===== config.mk =====
export PLATFORM = sky130hd
export DESIGN_NAME = mod_dec_invaddroundkey_seq
export DESIGN_NICKNAME = d
export VERILOG_FILES = /design/src/rtl/mod_dec_invaddroundkey_seq.sv
export SDC_FILE = /design/constraint.sdc
export NUM_CORES = 1
export LEC_CHECK = 0
export CORE_ASPECT_RATIO = 2
export CORE_MARGIN = 3
export CORE_UTILIZATION = 40
export CTS_CLUSTER_SIZE = 28
export DETAILED_ROUTE_END_ITERATION = 8
export PLACE_DENSITY = 0.75
export SLEW_MARGIN = 20
export SYNTH_ARGS = -nofsm -noshare
export SYNTH_HDL_FRONTEND = slang
export SYNTH_SLANG_ARGS = --single-unit

===== constraint.sdc =====
create_clock -name clk -period 1.6 [get_ports clk]
set_input_delay 0.48 -clock clk [delete_from_list [all_inputs] [get_ports clk]]
set_output_delay 0.48 -clock clk [all_outputs]
set_load 0.05 [all_outputs]

===== src/rtl/mod_dec_invaddroundkey_seq.sv =====
// AES-256 inverse-cipher AddRoundKey stage: XORs a captured state with round keys fetched downward NR..0.
// Optional key parity checking is enabled by defining DEC_ADDRK_KEYPAR_EN.
module mod_dec_invaddroundkey_seq #(
  parameter int NR      = 14,
  parameter int KEY_LAT = 1
) (
  input  logic         clk,
  input  logic         resetn,
  input  logic         start,
  input  logic         in_valid,
  output logic         in_ready,
  input  logic [127:0] inp_addRK,
  output logic [3:0]   key_addr,
  input  logic [127:0] inp_key,
`ifdef DEC_ADDRK_KEYPAR_EN
  input  logic [15:0]  key_par,
  output logic         key_err,
`endif
  output logic         out_valid,
  input  logic         out_ready,
  output logic [127:0] outp_addRK,
  output logic [3:0]   out_round,
  output logic         out_last
);

  // state | meaning
  // IDLE  | ready for a block; start reloads the round index
  // FETCH | key_addr issued, counting down the key read latency
  // HOLD  | result presented, waiting for out_ready
  typedef enum logic [1:0] {IDLE, FETCH, HOLD} state_t;

  localparam logic [3:0] NR_IDX  = 4'(NR);
  localparam logic [1:0] LAT_CNT = 2'(KEY_LAT);

  state_t       state_q, state_d;
  logic [3:0]   round_q;
  logic [3:0]   round_nxt;
  logic [1:0]   lat_cnt;
  logic [127:0] data_q;
  logic         accept, fire, done;

  always_ff @(posedge clk or negedge resetn) begin
    if (!resetn) state_q <= IDLE;
    else         state_q <= state_d;
  end

  always_comb begin
    state_d  = state_q;
    in_ready = 1'b0;
    accept   = 1'b0;
    fire     = 1'b0;
    done     = 1'b0;
    case (state_q)
      IDLE: begin
        in_ready = 1'b1;
        if (in_valid) begin
          accept  = 1'b1;
          state_d = FETCH;
        end
      end
      FETCH: begin
        if (lat_cnt == 2'd0) begin
          fire    = 1'b1;
          state_d = HOLD;
        end
      end
      HOLD: begin
        if (out_ready) begin
          done    = 1'b1;
          state_d = IDLE;
        end
      end
      default: state_d = IDLE;
    endcase
  end

  assign round_nxt = (round_q == 4'd0) ? NR_IDX : round_q - 4'd1;

  // The counter covers the key_addr register stage plus the ROM latency,
  // so the key is sampled KEY_LAT+1 edges after the accept edge.
  always_ff @(posedge clk or negedge resetn) begin
    if (!resetn) begin
      round_q    <= NR_IDX;
      key_addr   <= NR_IDX;
      lat_cnt    <= 2'd0;
      data_q     <= '0;
      out_valid  <= 1'b0;
      outp_addRK <= '0;
      out_round  <= 4'd0;
      out_last   <= 1'b0;
    end else begin
      if (state_q == IDLE && start) begin
        round_q  <= NR_IDX;
        key_addr <= NR_IDX;
      end
      if (accept) begin
        data_q   <= inp_addRK;
        key_addr <= start ? NR_IDX : round_q;
        lat_cnt  <= LAT_CNT;
      end
      if (state_q == FETCH && lat_cnt != 2'd0) lat_cnt <= lat_cnt - 2'd1;
      if (fire) begin
        outp_addRK <= data_q ^ inp_key;
        out_round  <= key_addr;
        out_last   <= (key_addr == 4'd0);
        out_valid  <= 1'b1;
      end
      if (done) begin
        out_valid <= 1'b0;
        round_q   <= round_nxt;
        key_addr  <= round_nxt;
      end
    end
  end

`ifdef DEC_ADDRK_KEYPAR_EN
  logic [15:0] par_calc;

  always_comb begin
    par_calc = '0;
    for (int b = 0; b < 16; b++) par_calc[b] = ^inp_key[8*b +: 8];
  end

  always_ff @(posedge clk or negedge resetn) begin
    if (!resetn)                         key_err <= 1'b0;
    else if (state_q == IDLE && start)   key_err <= 1'b0;
    else if (fire && key_par != par_calc) key_err <= 1'b1;
  end
`endif

endmodule


==> impl_metrics.csv <==
group,metric,value,unit
run_status,status,"finished, violations left",
run_status,violated_checks,"negative setup slack",
power_and_ir_drop,final_total_power,48.8,mW
synthesis,ys_top_cells_by_count,"268 x dfrtp_1, 133 x nand2_1, 131 x mux2_2, 128 x xnor2_1, 120 x o21ai_0",
clock_network,clock_latency,540,ps
floorplanning,floorplan.initialDensity,40.7,%
global_routing,total_overflow_reported_by_the_global_router,0,
detailed_routing,drc_errors,0,
detailed_routing,detail_route.first_pass.iterations,4,
synthesis,yosysTopAreaCellShare,59.8,%
timing,timing.final.hold_violations,0,
timing,setup_repair_after_global_routing_missed_its_margin,"true",
floorplanning,coreArea,0.0275,mm^2
synthesis,yosysSeqAreaShare,61.2,%
global_routing,largest_net_degree_at_the_start_of_global_routing,57,
place,dp.final_hpwl,25900,um
power_and_ir_drop,pwrdens,2360,mW/mm^2
clock_network,inserted_clock_buffers,26,
clock_network,cts_tree,"yes",
global_routing,grt_util_all_layers,22.4,%
power_and_ir_drop,vdd.ir_drop.worst,1440,uV
global_routing,global_route_wire_length_before_repair,53100,um
synthesis,postSynthRegisterBits,274,
clock_network,ctsLongestPathBuffers,3,
detailed_routing,drt_first_iter_violations,363,
detailed_routing,post_drt_via_cell_ratio,5.06,
worst_setup_path,setup.worst_path.end_class,"flop",
timing,totalNegativeSetupSlack,-36280,ps
floorplanning,row_count,86,
final_layout,nNetsFinal,1681,
timing,period_share,117,%
clock_network,clk_pin_slew_worst_paths,70,ps
synthesis,most_area_hungry_cell_type_in_the_yosys_netlist,"dfrtp_1",
worst_setup_path,worstPathMaxFanout,7,
final_layout,layout-drive-gt1-share,40.4,%
worst_setup_path,critical_path_class,"reg -> reg",
worst_setup_path,cpMaxStageDelayCell,"dfrtp_2",
synthesis,mappedNetlistNets,1155,
floorplanning,floorplan.die.width,124,um
worst_setup_path,slowest_delay,420,ps
power_and_ir_drop,power.leakage,9.03,nW
synthesis,dominantRegCellSynth,"dfrtp_1",
worst_setup_path,required,2020,ps
final_layout,nFillCells,1582,
place,place.gp.congestion,0.814,
floorplanning,die_h,243,um
worst_setup_path,crit_chain,"buf_6, nor3b_4, buf_6, buf_12, buf_12, buf_12, buf_16, mux2_2",
worst_hold_path,hold_class,"in -> async",
synthesis,post_synth_num_cell_types,37,
timing,timing.final.ws_setup,-272,ps
timing,report.final.slew_viol_count,0,
global_routing,grt_antenna_before_repair,10,
global_routing,first_global_vias,9487,
final_layout,signed_area_change_from_the_synthesized_netlist_to_the_final_layout,84.7,%
synthesis,postSynth.asyncResetShare,100,%
floorplanning,floorplan.die_area,0.0302,mm^2
detailed_routing,routedWlPerCell,23.3,um
timing,final.min_clock_period,1870,ps
timing,slew-limit-headroom,74.3,%
detailed_routing,route.vias.total,9099,
timing,timing.final.setup_violations,318,
clock_network,cts_root_buf,"clkbuf_16",
place,place.port_buffers,399,
synthesis,synthMostInstantiatedCell,"dfrtp_1",
worst_setup_path,critical_path.most_common_cell,"buf_12",
floorplanning,boundaryPins,400,
detailed_routing,routed_wl,41900,um
synthesis,synth-edff-count,0,
synthesis,synth_cells,892,
clock_network,clock_tree.htree_level_count,1,
synthesis,yosys_warnings,0,
timing,worst_slew_pin_tran,383,ps
detailed_routing,detail-route-antenna-nets,0,
timing,fmax,0.534,GHz
synthesis,netlist_top_cells_area,"dfrtp_1 60%, mux2_2 13%, xnor2_1 10%",
synthesis,synth_area,0.0112,mm^2
worst_setup_path,worst-endpoint-arrival,2290,ps
synthesis,avgSynthCellArea,12.6,um^2
clock_network,clock_sink_count,274,
job,cap_violations,0,
timing,fin_worst_skew,13.6,ps
worst_setup_path,cp-start-kind,"flop",
metal layers:
| layer | GRT usage, % | wire length (um) |
|---|---|---|
| met1 | 22.6 | 13800 |
| met2 | 43.0 | 23400 |
| met4 | 11.7 | 2750 |
| met5 | 0 | 0 |
| met3 | 3.92 | 1910 |
area by class of cell:
class / instances / area, um^2 / area share [%]
Clock buffer: 30 / 707 / 3.42
Tap cell: 352 / 440 / 2.13
Multi-Input combinational cell: 566 / 4850 / 23.4
Sequential cell: 274 / 6880 / 33.2
Inverter: 7 / 26.3 / 0.127
Timing Repair Buffer: 543 / 7490 / 36.2
Antenna cell: 10 / 25.0 / 0.121
Clock inverter: 18 / 284 / 1.37
flip-flops by register name (all words and copies together) (netlist names):
signal      flops
data_q        128
lat_cnt         2
state_q         2
out_valid       1
outp_addRK    128
out_round       4
round_q         4
key_addr        4
out_last        1
stage by stage:
| step | utilization [%] | hold WS [ps] | std cells | cell area [um^2] | setup WS, ps |
|---|---|---|---|---|---|
| after floorplan | - | 184 | 892 | 11200 | 7.03 |
| after global routing | 75.1 | 421 | 1800 | 20700 | -321 |
| after detailed placement | 63.5 | 382 | 1652 | 17500 | -597 |
| final | 75.1 | 423 | 1800 | 20700 | -272 |
| after CTS | 69.0 | 407 | 1738 | 19000 | -230 |
| after global placement | 63.5 | 382 | 1652 | 17500 | -560 |
placed cells by master, fill, tap and decap left out, types with 2 or more instances in the layout:
cell / synthesis / final
a2bb2oi_1: 2 / 2
bufinv_16: 0 / 7
o21ai_1: 11 / 59
diode_2: 0 / 10
clkinv_4: 0 / 2
buf_6: 2 / 16
clkbuf_8: 0 / 2
dfrtp_2: 0 / 9
buf_16: 0 / 8
nand3b_1: 2 / 2
clkbuf_16: 0 / 49
o31ai_2: 0 / 2
clkdlybuf4s50_1: 0 / 259
inv_1: 7 / 6
o21bai_1: 2 / 2
a21oi_1: 4 / 4
nor2_1: 3 / 2
clkinvlp_4: 0 / 2
buf_4: 5 / 58
buf_8: 0 / 16
dfstp_2: 6 / 6
o21ai_0: 120 / 30
nor2b_1: 2 / 2
xnor2_1: 128 / 128
nor3_1: 4 / 4
nand2_2: 0 / 20
clkinv_2: 0 / 6
dfrtp_1: 268 / 259
buf_12: 0 / 163
o21ai_2: 0 / 42
nand2_1: 133 / 85
nand2_4: 0 / 28
mux2_2: 131 / 59
mux2_4: 0 / 75
path summary, 6_finish.rpt:
check                      startpoint        endpoint  slack, ps  cells past startpoint
max in group asynchronous      resetn  outp_addRK[39]        520                      3
min in group clk           lat_cnt[1]      lat_cnt[1]        530                      2
min                            resetn  outp_addRK[69]        420                      2
min reg2reg                lat_cnt[1]      lat_cnt[1]        530                      2
max reg2reg                state_q[1]      data_q[69]       -270                      8
max                        state_q[1]      data_q[69]       -270                      8
critical path, delay by kind of cell (launching register included):
family	cells	cell delay, ps
DFF	1	420
muxes	1	330
buffers and inverters	6	760
and+or+nand+nor	1	250
repair_timing:
action,4_1_cts,5_1_grt
buffers inserted,32,28
hold buffers,1,0
gates resized for setup,18,339
endpoints found under the hold margin,20,0
pin swaps,1,29
gates cloned,5,28
setup endpoints to repair,205,335
power breakdown:
part           leakage (nW)  switching [mW]  internal [mW]
combinational          5.27            12.9           14.8
sequential             3.28            3.49           10.4
clock                 0.485            2.83           4.32
total                  9.03            19.2           29.5
cells by family after synthesis:
group,share of synthesized area [%]
flops,61.2
fa+ha+maj,0.223
compound gates,6.98
xor+xnor,10.0
mux,13.5
buf+inv,2.33
simple gates,5.75
Power figures use the tool's default switching activity.
